## config.mk

```make
export PLATFORM = sky130hd
export DESIGN_NAME = conv_window_gen
export DESIGN_NICKNAME = d
export VERILOG_FILES = /design/src/rtl/conv_pkg.sv /design/src/rtl/conv_line_buffer.sv /design/src/rtl/conv_window_gen.sv
export SDC_FILE = /design/constraint.sdc
export NUM_CORES = 1
export LEC_CHECK = 0
export BUFFER_PORTS_ARGS = -buffer_cell sky130_fd_sc_hd__buf_2
export CAP_MARGIN = 5
export CORE_MARGIN = 4
export CORE_UTILIZATION = 54
export CTS_CLUSTER_DIAMETER = 80
export DETAILED_ROUTE_END_ITERATION = 7
export PLACE_DENSITY_LB_ADDON = 0.08
export SLEW_MARGIN = 20
export SYNTH_ARGS = -nofsm -noshare
export SYNTH_HDL_FRONTEND = slang
export SYNTH_HIERARCHICAL = 1
export SYNTH_SLANG_ARGS = --single-unit
```

## constraint.sdc

```tcl
create_clock -name clk -period 2 [get_ports clk]
set_input_delay 0 -clock clk [delete_from_list [all_inputs] [get_ports clk]]
set_output_delay 0 -clock clk [all_outputs]
set_load 0.05 [all_outputs]
```

## src/rtl/conv_pkg.sv

```systemverilog
// Shared constants for the conv PIM datapath: pixel width and 3x3 window geometry.
// The core sizes its operand port from OPERANDS_W, so keep these in sync with it.
package conv_pkg;

  localparam int DATA_W     = 12;
  localparam int WIN_K      = 3;
  localparam int WIN_N      = WIN_K * WIN_K;
  localparam int OPERANDS_W = WIN_N * DATA_W;

  // LSB position of lane k (k = row*WIN_K + col) in a packed window of w-bit lanes.
  function automatic int lane_lsb(input int k, input int w);
    return k * w;
  endfunction

endpackage

```

## src/rtl/conv_line_buffer.sv

```systemverilog
// One image row of pixel storage: asynchronous read at addr, write at addr when we is high.
// Contents are never reset; the window generator never emits a location before it is rewritten.
module conv_line_buffer #(
  parameter int DATA_W = 12,
  parameter int DEPTH  = 8,
  localparam int AW    = (DEPTH > 1) ? $clog2(DEPTH) : 1
) (
  input  logic              clk,
  input  logic              we,
  input  logic [AW-1:0]     addr,
  input  logic [DATA_W-1:0] wdata,
  output logic [DATA_W-1:0] rdata
);

  logic [DATA_W-1:0] mem [DEPTH];

  assign rdata = mem[addr];

  always_ff @(posedge clk) begin
    if (we) mem[addr] <= wdata;
  end

endmodule

```

## src/rtl/conv_window_gen.sv

```systemverilog
// Builds stride-1, unpadded 3x3 windows from a raster pixel stream using two line buffers
// and presents each window on a registered valid/ready output.
module conv_window_gen
  import conv_pkg::*;
#(
  parameter int DATA_W = conv_pkg::DATA_W,
  parameter int IMG_W  = 8,
  parameter int IMG_H  = 8
) (
  input  logic                    clk,
  input  logic                    reset,
  input  logic                    in_valid,
  input  logic [DATA_W-1:0]       in_data,
  output logic                    in_ready,
  output logic                    out_valid,
  input  logic                    out_ready,
  output logic [WIN_N*DATA_W-1:0] operands,
  output logic                    frame_done
);

  localparam int CW = $clog2(IMG_W);
  localparam int RW = $clog2(IMG_H);
  localparam logic [CW-1:0] COL_LAST = CW'(IMG_W - 1);
  localparam logic [RW-1:0] ROW_LAST = RW'(IMG_H - 1);
  localparam logic [CW-1:0] COL_MIN  = CW'(WIN_K - 1);
  localparam logic [RW-1:0] ROW_MIN  = RW'(WIN_K - 1);

  logic [CW-1:0]     col;
  logic [RW-1:0]     row;
  logic              accept;
  logic              emit;
  logic              last_px;
  logic [DATA_W-1:0] lb1_rdata;
  logic [DATA_W-1:0] lb2_rdata;

  logic [DATA_W-1:0]       new_col  [WIN_K];
  logic [DATA_W-1:0]       win      [WIN_K][WIN_K];
  logic [DATA_W-1:0]       win_next [WIN_K][WIN_K];
  logic [WIN_N*DATA_W-1:0] ops_next;

  assign in_ready = !out_valid || out_ready;
  assign accept   = in_valid && in_ready;
  assign last_px  = (col == COL_LAST) && (row == ROW_LAST);
  // The row gate also blocks windows whose upper rows would come from the previous frame.
  assign emit     = accept && (row >= ROW_MIN) && (col >= COL_MIN);

  conv_line_buffer #(
    .DATA_W (DATA_W),
    .DEPTH  (IMG_W)
  ) u_lb1 (
    .clk   (clk),
    .we    (accept),
    .addr  (col),
    .wdata (in_data),
    .rdata (lb1_rdata)
  );

  conv_line_buffer #(
    .DATA_W (DATA_W),
    .DEPTH  (IMG_W)
  ) u_lb2 (
    .clk   (clk),
    .we    (accept),
    .addr  (col),
    .wdata (lb1_rdata),
    .rdata (lb2_rdata)
  );

  // Row 0 of the incoming column is the oldest line, row 2 the pixel arriving now.
  always_comb begin
    new_col[0] = lb2_rdata;
    new_col[1] = lb1_rdata;
    new_col[2] = in_data;
  end

  always_comb begin
    ops_next = '0;
    for (int r = 0; r < WIN_K; r++) begin
      for (int c = 0; c < WIN_K - 1; c++) begin
        win_next[r][c] = win[r][c+1];
      end
      win_next[r][WIN_K-1] = new_col[r];
    end
    for (int r = 0; r < WIN_K; r++) begin
      for (int c = 0; c < WIN_K; c++) begin
        ops_next[lane_lsb(r*WIN_K + c, DATA_W) +: DATA_W] = win_next[r][c];
      end
    end
  end

  always_ff @(posedge clk) begin
    if (reset) begin
      col <= '0;
      row <= '0;
      for (int r = 0; r < WIN_K; r++) begin
        for (int c = 0; c < WIN_K; c++) begin
          win[r][c] <= '0;
        end
      end
    end else if (accept) begin
      for (int r = 0; r < WIN_K; r++) begin
        for (int c = 0; c < WIN_K; c++) begin
          win[r][c] <= win_next[r][c];
        end
      end
      if (col == COL_LAST) begin
        col <= '0;
        row <= (row == ROW_LAST) ? '0 : row + 1'b1;
      end else begin
        col <= col + 1'b1;
      end
    end
  end

  // An accept implies the held window (if any) is consumed this edge, so it is
  // either replaced by the new window or retired.
  always_ff @(posedge clk) begin
    if (reset) begin
      out_valid  <= 1'b0;
      frame_done <= 1'b0;
      operands   <= '0;
    end else if (accept) begin
      out_valid  <= emit;
      frame_done <= emit && last_px;
      if (emit) operands <= ops_next;
    end else if (out_ready) begin
      out_valid  <= 1'b0;
      frame_done <= 1'b0;
    end
  end

endmodule

```

== After elaboration in Yosys (flattened, before gate mapping) ==
Memory sizes are Yosys's and may differ from the RTL's. A register that Yosys moved wholly into a read port is not among the register bits.
Index checks and enable logic that the tools add are counted.

* Memories: 3
* Memory bits (writable): 300
* Output and inout bits: 111
* Input bits: 16
* Flip-flop bits (word level): 116
* Word-level logic and storage cells: 57

* Muxes and demuxes: 24
* Equality and inequality tests: 2
* $add $sub $neg: 2
* Bitwise operators: 9
* $lt $le $gt $ge: 2
* Reductions and logical operators: 10

{| class="wikitable"
|+ Memories
! memory !! words !! width !! read ports !! clocked after memory_dff !! write ports !! line !! RTL
|-
| win || 3 || 36 || 3 || 0 || 3 || conv_window_gen.sv:37 || <nowiki>logic [DATA_W-1:0] win [WIN_K][WIN_K];</nowiki>
|-
| u_lb1.mem || 8 || 12 || 1 || 1 || 1 || conv_line_buffer.sv:15 || <nowiki>logic [DATA_W-1:0] mem [DEPTH];</nowiki>
|-
| u_lb2.mem || 8 || 12 || 1 || 1 || 1 || conv_line_buffer.sv:15 ||
|}

{| class="wikitable"
|+ Operators by type and width
! cell !! count
|-
| 12-bit two-way mux || 9
|-
| 3-bit two-way mux || 6
|-
| 1-bit two-way mux || 9
|-
| 1-bit bitwise OR || 9
|-
| 3-bit by 1-bit adder with 3-bit output, second input constant || 2
|-
| 3-bit == test, second input constant || 2
|-
| 3-bit by 2-bit >= comparator with 1-bit output, second input constant || 2
|-
| 1-bit logical AND || 5
|-
| 2-bit AND reduction || 2
|-
| 2-bit nonzero test || 1
|-
| 1-bit logical NOT || 1
|-
| 1-bit logical OR || 1
|}

== Longest topological paths before layout ==
* Word-level depth: 7
* Gate-level depth with buffers: 8
* Mapped depth without buffers: 6

== Cells and area by module ==
Netlist, hierarchy kept.

{| class="wikitable"
|+ By module, submodules not included
! module !! cells an instance !! sequential area each (µm²) !! area each (µm²) !! times used
|-
| conv_window_gen || 671 || 4484.3 || 7872.6 || 1
|-
| conv_line_buffer || 176 || 2882.8 || 3696.0 || 2
|}

== Worst setup path after synthesis ==
Ideal clock, no wire load.

* Path type: flip-flop to flip-flop
* Start point: register out_valid
* End point: memory u_lb1.mem[0][0], enable pin
* Setup time: 396 ps
* Path buffers: 1
* Clock period less this slack: 2464 ps
* Slack: -464 ps
* Stages on the path, launching flop included: 6
* Data required time: 1604 ps
* Arrival: 2067 ps
* Cells stage by stage: dfxtp_1 -> nor2b_1 -> buf_4 -> nor2_1 -> nand2b_1 -> nor3_1

* Longest elaborated chain between the ends: 5

{| class="wikitable"
|+ Ends and longest elaborated chain
! what !! line !! RTL
|-
| start: declaration || conv_window_gen.sv:15 || <nowiki>output logic out_valid,</nowiki>
|-
| start signal: assignment || conv_window_gen.sv:123 || <nowiki>out_valid <= emit;</nowiki>
|-
| 1-bit logical NOT || conv_window_gen.sv:41 || <nowiki>assign in_ready = !out_valid || out_ready;</nowiki>
|-
| 1-bit logical OR || conv_window_gen.sv:41 ||
|-
| 1-bit logical AND || conv_window_gen.sv:42 || <nowiki>assign accept = in_valid && in_ready;</nowiki>
|-
| named net accept || conv_window_gen.sv:30 || <nowiki>logic accept;</nowiki>
|-
| 1-bit two-way mux || conv_line_buffer.sv:20 || <nowiki>if (we) mem[addr] <= wdata;</nowiki>
|-
| 1-bit two-way mux (not written as such) || conv_line_buffer.sv:20 ||
|-
| end: declaration || conv_line_buffer.sv:15 ||
|}

The timed path passes the listed nets, and every way through them passes these cells.

==> reports/results.ini <==
[synth]
yosys-top-cells-area=edfxtp_1 (52%), dfxtp_1 (15%), nand2b_1 (9.0%)
yosysSeqAreaShare_pct=67.1
synth_seq_cells=380
synth_nets=1044
synth.top_cell.area_share_pct=51.9
syn_area_mm2=0.0153
syn_area_per_cell_um2=14.9
synth_edf_count=264
synth_ff_type=edfxtp_1
yosys_warnings=6
yosysTopAreaCell=edfxtp_1
synth_cells=1023
ys_async_sr_fraction_pct=0
synth_cell_type_count=34

[placement]
dp_cells=1531
dpl.hpwl_um=20200
io_buffers=126
place_congestion=0.778

[drt]
drtAntennaViolNets=0
drc=0
drt-pass1-iter-count=4
viasPerCell=5.21
wl_per_cell_um=19.3
drt_iter0_drc=631
vias=8426
routed_wl_um=31200

[grt]
grt_pass1_wl_um=48800
grt-busiest-layer=met2
grt_antenna_before_repair=0
grt_use_total_pct=20.1
grt_pass1_vias=8386
grt-ovfl-total=0
grt_max_degree=121
met3_usage_pct=3.32
grt_util_met2_pct=31.3
use_met1_pct=30.4

[setup_path]
r2r-start=col[0]$_SDFFE_PP0P_
r2r_cells=4
worstSetupStartpointType=flop
critPathKind=flop to flop
required_ns=2.27
critPathMaxFanout=10
critPathLaunch=col[0]$_SDFFE_PP0P_
endpoint_kind=flop
r2r_setup_slack_ns=0.07
cp.arrival_ns=2.20
r2r-end=win[0][43]$_SDFFCE_PN0P_

[run]
cap_viol_max_count=0

[floorplan]
die-area_mm2=0.0310
die_x_um=176
initial_core_util_pct=54.8
num_rows=61
core_mm2=0.0279
die_y_um=176
io_pins=127

[cells_and_area]
layout_common_cells=edfxtp_1 (264), nand2b_1 (220), mux2i_1 (130)
syn_to_final_growth_pct=19.0
layout_commonest_cell=edfxtp_1
nNetsFinal=1230
diodes=0
multiInputGateArea_mm2=0.00469
nFillCells=2069
regArea_mm2=0.0103
drive_above_1_share_pct=24.9
instances_no_fill=1617

[cts]
cts-root-buf=clkbuf_16
cts_sinks=380
clock_latency_ns=0.51
cts.path.max_buffers=3
htreeDepth=2
cts_setup_buffers=0
clk_pin_slew_ns=0.06
cts_tree=done
cts_buffers=39

[min_path]
hold-path-cell-count=5
worstHoldEndpoint=frame_done$_SDFFE_PP0P_
hold_start=out_ready
hold_class=input port to flop

[timing]
hold_violations=0
setup_violations=0
rsz0062_at_grt=false
clock_skew_ns=0.0117
tns_ns=0
max_slew.worst_pin.slew_ns=0.492
fin_crit_ns=1.93
final_max_slew_viol_count=0
max_freq_mhz=518
fin_crit_sh_pct=96.5
max_slew_margin_pct=67.1

[outcome]
status=finished, final reports clean

[power_and_ir_drop]
ir_worst_vdd_v=0.000827
p_per_area_mw_per_mm2=933
total_leakage_power_nw=6.51
power.total_mw=16.9

[power by group]
part           leakage, nW  internal [mW]  switching [mW]
clock network        0.618           4.25            2.85
registers             3.47           8.69          0.0860
logic                 2.42          0.479           0.591
total                 6.51           13.4            3.53
[cell usage after synthesis (2+ instances only)]
| library cell | count |
|---|---|
| a311o_1 | 6 |
| and2_1 | 73 |
| a21oi_1 | 14 |
| buf_1 | 2 |
| nor2_1 | 21 |
| buf_6 | 4 |
| ha_1 | 5 |
| buf_2 | 13 |
| edfxtp_1 | 264 |
| nor2b_1 | 6 |
| o31ai_1 | 3 |
| nand2_1 | 8 |
| buf_4 | 13 |
| o22ai_1 | 6 |
| mux2i_1 | 130 |
| a221oi_1 | 2 |
| dfxtp_1 | 116 |
| nand4_1 | 5 |
| o21ai_0 | 4 |
| mux2_2 | 16 |
| clkbuf_1 | 32 |
| a211oi_1 | 9 |
| nor4b_1 | 2 |
| nand2b_1 | 220 |
| nor3_1 | 4 |
| inv_1 | 6 |
| mux4_2 | 32 |
[what timing repair did]
action | CTS | global route
pin swaps | 0 | 0
endpoints found under the setup margin | 1 | 4
hold buffers | 15 | 0
endpoints found under the hold margin | 133 | 0
gates resized for setup | 1 | 1
[layout make-up]
cell class / count / share of cell area, %
clock buffers: 46 / 5.75
clock inverters: 25 / 1.21
inverters: 7 / 0.145
multi-input cells: 572 / 25.8
flip-flops and latches: 380 / 56.5
well taps: 378 / 2.60
repair buffers: 209 / 7.97
[kinds of logic (layout without fill, tap and decap cells)]
kind of cell | after synthesis | count (layout) | synth area share, %
DFF | 380 | 380 | 67.1
and+or+nand+nor | 343 | 343 | 13.6
muxes | 178 | 178 | 14.4
buffers and inverters | 71 | 287 | 2.37
AOI/OAI and AO/OA | 46 | 46 | 2.05
adders and majority gates | 5 | 5 | 0.410
[metal layers]
metal | wire length (um) | vias to the layer above
li1 | - | 4046
met1 | 14700 | 4114
met2 | 14300 | 221
met3 | 1600 | 45
met4 | 618 | 0
met5 | 0 | -
[flip-flops by register name, indices dropped and copies added (netlist names)]
| register | count |
|---|---|
| out_valid | 1 |
| col | 3 |
| u_lb2/mem | 96 |
| row | 3 |
| operands | 108 |
| u_lb1/mem | 96 |
| win | 72 |
| frame_done | 1 |
[stage by stage]
step / instance area, um2 / util, % / setup WS, ns / hold slack [ns]
final: 18200 / 65.2 / 0.0696 / 0.365
after detailed placement: 16700 / 60.1 / -0.0457 / 0.338
after CTS: 18200 / 65.2 / 0.0571 / 0.322
after floorplan: 15300 / - / 0.0310 / 0.0989
after global routing: 18200 / 65.2 / 0.00359 / 0.388
after global placement: 16700 / 60.1 / 0.0271 / 0.313
[worst max-delay path by stage]
stage | endpoint | slack [ns]
2_1_floorplan | u_lb1/mem[3][0]$_DFFE_PP_ | 0.03
3_3_place_gp | operands[70]$_SDFFE_PP0P_ | 0.03
3_5_place_dp | operands[70]$_SDFFE_PP0P_ | -0.05
4_1_cts | win[0][43]$_SDFFCE_PN0P_ | 0.06
5_1_grt | win[0][36]$_SDFFCE_PN0P_ | 0.004
6_report | win[0][43]$_SDFFCE_PN0P_ | 0.07
[worst max-delay path: stages (launching register included)]
cell,delay [ns]
dfxtp_4,0.42
buf_4,0.21
mux4_2,0.51
mux2_2,0.37
and2_1,0.16
No activity file was read; power rests on OpenSTA's default activity.
